## config.mk

```make
export PLATFORM = sky130hd
export DESIGN_NAME = ex_issue_stage
export DESIGN_NICKNAME = d
export VERILOG_FILES = /design/src/rtl/ex_issue_stage.sv
export SDC_FILE = /design/constraint.sdc
export NUM_CORES = 1
export LEC_CHECK = 0
export CAP_MARGIN = 20
export CORE_MARGIN = 1.5
export CORE_UTILIZATION = 47
export DETAILED_ROUTE_END_ITERATION = 8
export PLACE_DENSITY = 0.72
export SETUP_SLACK_MARGIN = 0.3
export SYNTH_ARGS = -nofsm -noshare
export SYNTH_HDL_FRONTEND = slang
export SYNTH_SLANG_ARGS = --single-unit
export TNS_END_PERCENT = 10
```

## constraint.sdc

```tcl
create_clock -name p_clk -period 30 [get_ports p_clk]
set_clock_uncertainty 0.15 [all_clocks]
set_input_delay 6 -clock p_clk [delete_from_list [all_inputs] [get_ports p_clk]]
set_output_delay 6 -clock p_clk [all_outputs]
set_load 0.01 [all_outputs]
```

## src/rtl/ex_issue_stage.sv

```systemverilog
// ID/EX issue stage: operand select, EX/MEM and MEM/WB bypass,
// valid/ready handshake with a one-entry skid buffer.
module ex_issue_stage #(
    parameter int WIDTH = 64,
    parameter int RADDR = 5
) (
    input  logic             p_clk,
    input  logic             p_rst,
    input  logic             p_in_valid,
    output logic             p_in_ready,
    input  logic [3:0]       p_in_ALUop,
    input  logic [4:0]       p_in_SHAMT,
    input  logic             p_in_DoubleOp,
    input  logic             p_in_Shift32,
    input  logic [RADDR-1:0] p_in_rs,
    input  logic [RADDR-1:0] p_in_rt,
    input  logic [WIDTH-1:0] p_in_rsVal,
    input  logic [WIDTH-1:0] p_in_rtVal,
    input  logic [WIDTH-1:0] p_in_imm,
    input  logic             p_in_useImm,
    input  logic [RADDR-1:0] p_in_rd,
    input  logic             p_in_regWrite,
    input  logic             p_flush,
    input  logic             p_fwdMem_en,
    input  logic [RADDR-1:0] p_fwdMem_rd,
    input  logic [WIDTH-1:0] p_fwdMem_val,
    input  logic             p_fwdWb_en,
    input  logic [RADDR-1:0] p_fwdWb_rd,
    input  logic [WIDTH-1:0] p_fwdWb_val,
    output logic             p_out_valid,
    input  logic             p_out_ready,
    output logic [3:0]       p_ALUop,
    output logic [4:0]       p_SHAMT,
    output logic             p_DoubleOp,
    output logic             p_Shift32,
    output logic [WIDTH-1:0] p_A,
    output logic [WIDTH-1:0] p_B,
    output logic [RADDR-1:0] p_out_rd,
    output logic             p_out_regWrite
);

    typedef struct packed {
        logic             valid;
        logic [3:0]       alu_op;
        logic [4:0]       shamt;
        logic             dbl;
        logic             sh32;
        logic [RADDR-1:0] rs;
        logic [RADDR-1:0] rt;
        logic [WIDTH-1:0] rs_val;
        logic [WIDTH-1:0] rt_val;
        logic [WIDTH-1:0] imm;
        logic             use_imm;
        logic [RADDR-1:0] rd;
        logic             reg_write;
    } entry_t;

    entry_t m_q, m_d;
    entry_t s_q, s_d;
    entry_t in_e;
    logic   acc;
    logic   xfer;

    // Writeback retiring into a held operand replaces the stale copy.
    function automatic entry_t refresh(
        input entry_t           e,
        input logic             en,
        input logic [RADDR-1:0] rd,
        input logic [WIDTH-1:0] val
    );
        entry_t r;
        r = e;
        if (e.valid && en && rd != '0) begin
            if (e.rs == rd) r.rs_val = val;
            if (e.rt == rd) r.rt_val = val;
        end
        return r;
    endfunction

    // Bypass select; EX/MEM is newer so it wins, r0 is hardwired.
    function automatic logic [WIDTH-1:0] fwd(
        input logic [RADDR-1:0] r,
        input logic [WIDTH-1:0] v,
        input logic             m_en,
        input logic [RADDR-1:0] m_rd,
        input logic [WIDTH-1:0] m_val,
        input logic             w_en,
        input logic [RADDR-1:0] w_rd,
        input logic [WIDTH-1:0] w_val
    );
        if (r == '0)
            return v;
        else if (m_en && m_rd == r)
            return m_val;
        else if (w_en && w_rd == r)
            return w_val;
        else
            return v;
    endfunction

    assign p_in_ready = ~s_q.valid;
    assign acc        = p_in_valid & p_in_ready;
    assign xfer       = m_q.valid & p_out_ready;

    // Next-state for main and skid entries; flush overrides everything.
    always_comb begin
        in_e.valid     = 1'b1;
        in_e.alu_op    = p_in_ALUop;
        in_e.shamt     = p_in_SHAMT;
        in_e.dbl       = p_in_DoubleOp;
        in_e.sh32      = p_in_Shift32;
        in_e.rs        = p_in_rs;
        in_e.rt        = p_in_rt;
        in_e.rs_val    = p_in_rsVal;
        in_e.rt_val    = p_in_rtVal;
        in_e.imm       = p_in_imm;
        in_e.use_imm   = p_in_useImm;
        in_e.rd        = p_in_rd;
        in_e.reg_write = p_in_regWrite;
        in_e = refresh(in_e, p_fwdWb_en,
                       p_fwdWb_rd, p_fwdWb_val);
        m_d = refresh(m_q, p_fwdWb_en,
                      p_fwdWb_rd, p_fwdWb_val);
        s_d = refresh(s_q, p_fwdWb_en,
                      p_fwdWb_rd, p_fwdWb_val);
        if (p_flush) begin
            m_d.valid = 1'b0;
            s_d.valid = 1'b0;
        end else if (!m_q.valid || xfer) begin
            if (s_q.valid) begin
                m_d       = s_d;
                s_d.valid = 1'b0;
            end else if (acc) begin
                m_d = in_e;
            end else begin
                m_d.valid = 1'b0;
            end
        end else if (acc) begin
            s_d = in_e;
        end
    end

    // Entry registers, cleared asynchronously.
    always_ff @(posedge p_clk or posedge p_rst) begin
        if (p_rst) begin
            m_q <= '0;
            s_q <= '0;
        end else begin
            m_q <= m_d;
            s_q <= s_d;
        end
    end

    // ALU-facing outputs come straight from the main entry.
    always_comb begin
        p_out_valid    = m_q.valid;
        p_ALUop        = m_q.alu_op;
        p_SHAMT        = m_q.shamt;
        p_DoubleOp     = m_q.dbl;
        p_Shift32      = m_q.sh32;
        p_out_rd       = m_q.rd;
        p_out_regWrite = m_q.reg_write & m_q.valid;
        p_A = fwd(m_q.rs, m_q.rs_val,
                  p_fwdMem_en, p_fwdMem_rd, p_fwdMem_val,
                  p_fwdWb_en, p_fwdWb_rd, p_fwdWb_val);
        p_B = fwd(m_q.rt, m_q.rt_val,
                  p_fwdMem_en, p_fwdMem_rd, p_fwdMem_val,
                  p_fwdWb_en, p_fwdWb_rd, p_fwdWb_val);
        if (m_q.use_imm) p_B = m_q.imm;
    end

endmodule

```

==> impl_metrics.toml, run 1 <==
[timing]
fmax_ghz = 0.0616
slew_headroom = 0.228
finalHoldViolations = 0
timing.final.crit_period_ps = 16230
setup_tns_ps = 0
worst_pin_slew_ps = 1160
setup_ws_ps = 13770
finalSetupViolations = 0
slew_viol_final = 0
fin_crit_sh = 0.541
rsz0062_at_grt = "no"

[clock_tree]
clkSinkCount = 442
cts_buffers = 52
root_buffer = "clkbuf_16"
cts-resized-gates = 0
clockBufferDepth = 3
cts.clk_slew.worst_paths_ps = 60
insertion_delay_ps = 590
hold_buffers = 0
cts_tree = "yes"
post_cts_buffers = 0
cts_max_level = 2

[setup_path]
critical_path_peak_fanout = 40
cp-start-kind = "input port"
crit_arrival_ps = 10080
end_kind = "primary output"
critPathRequiredTime_ps = 23850
worst-setup-path-type = "in2out"

[pwr]
power_density_mw_per_mm2 = 59.5
p_leak_uw = 0.0146
ir_worst_vdd_mv = 0.0451
total_power_uw = 2170

[die]
die_x_um = 255
initial_core_util = 0.473
dieArea_mm2 = 0.0648
io_pins = 512
core_mm2 = 0.0629
die_h_um = 255
row_count = 92

[route]
drcViolationCount = 0
antenna_left = 0
routedWlPerCell_um = 25.2
viasPerCell = 6.38
drt_iter0_markers = 2841
drt-pass1-iter-count = 6
drt-total-wl_um = 112000
num_vias = 28200

[yosys]
yosys-top-cells-area = "dfrtp_1 37%, mux2_2 13%, nand2_1 6.9%"
syn_nets = 3665
syn-cell-area_mm2 = 0.0297
synth_async_sr_flop_share = 1.00
yosysTopAreaCell = "dfrtp_1"
syn_area_per_cell_um2 = 9.01
ys_ff_latch = 442
yosysTopAreaCellShare = 0.372
ys_types = 48
yosysMostFrequentCell = "nand2_1"
synth.yosys.warnings = 0
ys.flop_type = "dfrtp_1"
synthTopCellsByCount = "548 x nand2_1, 442 x dfrtp_1, 354 x mux2_2, 271 x clkbuf_1, 230 x nor2_1"
ys_seq_area_frac = 0.372
synth_edf_count = 0
syn_inst = 3300

[global_routing]
grtUsageMet1 = 0.461
grt_max_degree = 157
met2_usage = 0.519
gr-max-usage-layer = "met2"
antenna_found_initial = 33
grt_pass1_wl_um = 169000
first_global_vias = 27000
grt.total_usage = 0.338
grt_overflow_total = 0
use_met3 = 0.0688

[final_layout]
drive_gt1_frac = 0.178
seqCellArea_mm2 = 0.0111
filler_cell_count = 5551
fin_nets = 3888
area_delta_synth_final_pct = 23.0
multi_input_area_mm2 = 0.0170

[status]
status = "finished, final reports clean"

[run]
maxCapViolCount = 0

[place]
pre_cts_ws_ps = 13940
numPortBuffers = 511
gp_congestion = 0.870
dp_hpwl_um = 67300

[hold_path]
min_path_type = "reg2reg"
[cell type report]
| class | count | area share |
|---|---|---|
| multi-input cells | 2442 | 0.466 |
| flip-flops and latches | 442 | 0.303 |
| repair buffers | 561 | 0.152 |
| clock buffers | 84 | 0.0444 |
| well taps | 846 | 0.0289 |
| inverters | 24 | 0.00267 |
| clock inverters | 8 | 0.00246 |
| diodes | 20 | 0.00137 |
[flip-flops by register name, indices dropped and copies added (netlist names)]
name         count
p_SHAMT          5
p_out_valid      1
p_out_rd         5
s_q            221
p_ALUop          4
p_DoubleOp       1
m_q            204
p_Shift32        1
[kinds of logic (layout without fill, tap and decap cells)]
| logic type | count (synthesis) | count (layout) | share of synthesized area |
|---|---|---|---|
| and+or+nand+nor | 1031 | 1031 | 0.153 |
| AOI/OAI and AO/OA | 861 | 861 | 0.211 |
| muxes | 510 | 510 | 0.191 |
| DFF | 442 | 442 | 0.372 |
| buffers and inverters | 416 | 677 | 0.0609 |
| xor gates and xnor gates | 40 | 40 | 0.0118 |
| other | 0 | 20 | 0 |
[per-stage QoR]
| stage | hold slack (ps) | utilization | instances | instance area [µm²] |
|---|---|---|---|---|
| after floorplan | 297 | - | 3300 | 29700 |
| after CTS | 328 | 0.580 | 4405 | 36500 |
| final | 325 | 0.582 | 4427 | 36600 |
| after detailed placement | 313 | 0.553 | 4313 | 34800 |
| after global placement | 308 | 0.553 | 4313 | 34800 |
| after global routing | 339 | 0.582 | 4422 | 36600 |
[layer usage]
layer,part of all wire,vias up,routed length (µm)
met3,0.093,297,10400
li1,-,12400,-
met2,0.46,1599,50900
met1,0.41,14000,45700
met5,0.0018,-,199
met4,0.040,28,4470
[report_power, final]
part           internal, µW  leakage (µW)  switching [µW]
logic                   366       0.00852             314
clock network           383      0.000850             261
registers               742       0.00522             108
[final timing paths]
| path | from | end | slack (ps) | cells past startpoint |
|---|---|---|---|---|
| worst min-delay path | s_q[52] | s_q[52] | 320 | 2 |
| worst min register to register | s_q[52] | s_q[52] | 320 | 2 |
| worst max-delay path | p_fwdWb_rd[2] | p_B[38] | 13770 | 9 |
| worst max register to register | p_out_valid | s_q[89] | 25380 | 6 |
| max in group asynchronous | p_rst | s_q[103] | 21600 | 4 |
| min in group asynchronous | p_rst | p_ALUop[3] | 5810 | 2 |
[layout by cell type, fill, tap and decap left out, types with 71 or more instances in the layout]
| master | n |
|---|---|
| a211oi_1 | 95 |
| a22oi_1 | 156 |
| a31oi_1 | 90 |
| clkdlybuf4s50_1 | 510 |
| dfrtp_1 | 440 |
| mux2_2 | 354 |
| mux2i_1 | 128 |
| nand2_1 | 546 |
| nor2_1 | 225 |
| nor2b_1 | 91 |
| o211ai_1 | 71 |
| o21ai_0 | 220 |
[critical path: stages]
cell             delay [ps]
clkdlybuf4s50_1         690
xor2_1                  290
nor4_2                  340
buf_4                   560
nand2_2                 590
buf_4                   520
a211oi_1                340
o21ai_0                 130
clkdlybuf4s50_1         550
Note: power is estimated with default switching activity, not from simulation.
==> run 2, diff against run 1 <==
Clock period 30 ns to 15.6 ns, I/O delays scaled along.
==> run 2 against run 1 <==
Against the previous run:
- setup slack worse by 8500 ps
- critical endpoint unchanged
- global-route usage down 0.26 points
- wire length about the same
- largest cell class unchanged
==> impl_metrics.toml, run 2 (synthesized netlist as in run 1, its figures left out) <==
[status]
status = "finished, final reports clean"

[route]
drt-pass1-iter-count = 6
top_layer = "met5"
viasPerCell = 6.33
wl_met1_um = 46800
drcViolationCount = 0
drt_iter0_markers = 2917
antenna_left = 0
routedWlPerCell_um = 25.2
wl_met2_um = 50500
wl_met3_um = 9790
drt-total-wl_um = 112000
num_vias = 28100

[run]
maxCapViolCount = 0

[clock_tree]
cts_buffers = 52
cts.clk_slew.worst_paths_ps = 60
clkSinkCount = 442
cts-resized-gates = 0
clockBufferDepth = 3
hold_buffers = 0
insertion_delay_ps = 590
cts_max_level = 2
root_buffer = "clkbuf_16"
cts_tree = "yes"
post_cts_buffers = 0

[pwr]
ir_worst_vdd_mv = 0.0737
p_leak_uw = 0.0146
power_density_mw_per_mm2 = 115

[final_layout]
drive_gt1_frac = 0.180
area_delta_synth_final_pct = 23.3
regMostFlops = "s_q"
final_common_cell = "nand2_1"
final_cells = 4436
largest_reg_flops = 221
top_regs = "s_q (221), m_q (204)"
final_cell_mix = "546 x nand2_1, 510 x clkdlybuf4s50_1, 440 x dfrtp_1"
fin_nets = 3890

[timing]
slew_viol_final = 0
slew_headroom = 0.235
worst_pin_slew_ps = 1150
finalSetupViolations = 0
setup_ws_ps = 5270
fmax_ghz = 0.0968
fin_crit_sh = 0.662
rsz0062_at_grt = "no"
timing.final.crit_period_ps = 10330
setup_tns_ps = 0
finalHoldViolations = 0

[setup_path]
worst-setup-path-type = "in2out"
cp_cell_sequence = "clkdlybuf4s50_1 > xor2_1 > nor4_2 > buf_4 > buf_4 > nand2_4 > a211oi_1 > o21ai_0 > clkdlybuf4s50_1"
worstRegToRegCells = 7
end_kind = "primary output"
r2r-start = "s_q[220]"
cp-start-kind = "input port"
slowest_stage = "clkdlybuf4s50_1"
critical_path_peak_fanout = 64
crit_arrival_ps = 7060
critPathRequiredTime_ps = 12330
cpPeakStageDelay_ps = 690
crit_path_start = "p_fwdWb_rd[2]"

[place]
dpl.cell_count = 4317
dp_hpwl_um = 68700
gp_congestion = 0.907
numPortBuffers = 511
pre_cts_ws_ps = 5440

[global_routing]
first_global_vias = 26400
grt_max_degree = 161
grt_overflow_total = 0
grt.total_usage = 0.336
grt_pass1_wl_um = 167000
antenna_found_initial = 27

[hold_path]
min_path_type = "reg2reg"
hp-start = "s_q[30]"
holdPathStages = 2

[die]
initial_core_util = 0.473
io_pins = 512
die_h_um = 255
dieArea_mm2 = 0.0648
core_mm2 = 0.0629
die_x_um = 255
row_count = 92
-- run 2: cell types whose count changed in the layout (fill, tap and decap cells not counted), sizes merged --
cell      previous run  this run
diode               20        26
inv                 24        23
clkinv               6        11
bufinv               2         5
clkinvlp             0         2
buf                 51        53
clkbuf              84        76
-- run 2: per-layer routing --
metal | vias up | global-route usage
li1 | 12400 | -
met1 | 14000 | 0.466
met2 | 1435 | 0.511
met3 | 271 | 0.0630
met4 | 10 | 0.144
met5 | - | 0
-- run 2: final timing paths --
kind,to,slack [ps]
min in group asynchronous,p_out_rd[1],2810
max in group asynchronous,s_q[45],9510
worst max-delay path,p_B[38],5270
worst max register to register,m_q[175],11580
worst min-delay path,s_q[30],320
worst min register to register,s_q[30],320
-- run 2: report_power, final --
group	internal, µW	switching, µW	total [µW]	leakage [µW]
Clock	772	517	1290	0.000885
Combinational	702	586	1290	0.00853
Sequential	1430	223	1650	0.00522
-- run 2: stage by stage --
| step | util | hold WS [ps] | instance area (µm²) | power (µW) |
|---|---|---|---|---|
| 4_1_cts | 0.582 | 328 | 36600 | 4220 |
| 3_5_place_dp | 0.554 | 313 | 34800 | 2930 |
| 5_1_grt | 0.583 | 339 | 36600 | 4430 |
| 2_1_floorplan | - | 297 | 29700 | 2380 |
| 3_3_place_gp | 0.553 | 309 | 34800 | 2900 |
| 6_report | 0.583 | 322 | 36700 | 4230 |
-- run 2: worst max-delay path: cells and delay by family --
kind / cells / cell delay (ps)
AND/OR/NAND/NOR: 2 / 850
AO/OA/AOI/OAI: 2 / 590
XOR/XNOR: 1 / 290
buffers and inverters: 4 / 2150
-- run 2: cell type report --
class / count / area, µm²
Antenna cell: 26 / 65.1
Clock buffer: 76 / 1560
Clock inverter: 17 / 216
Fill cell: 5544 / 26200
Inverter: 24 / 93.8
Multi-Input combinational cell: 2442 / 17000
Sequential cell: 442 / 11100
Tap cell: 846 / 1060
Timing Repair Buffer: 563 / 5560
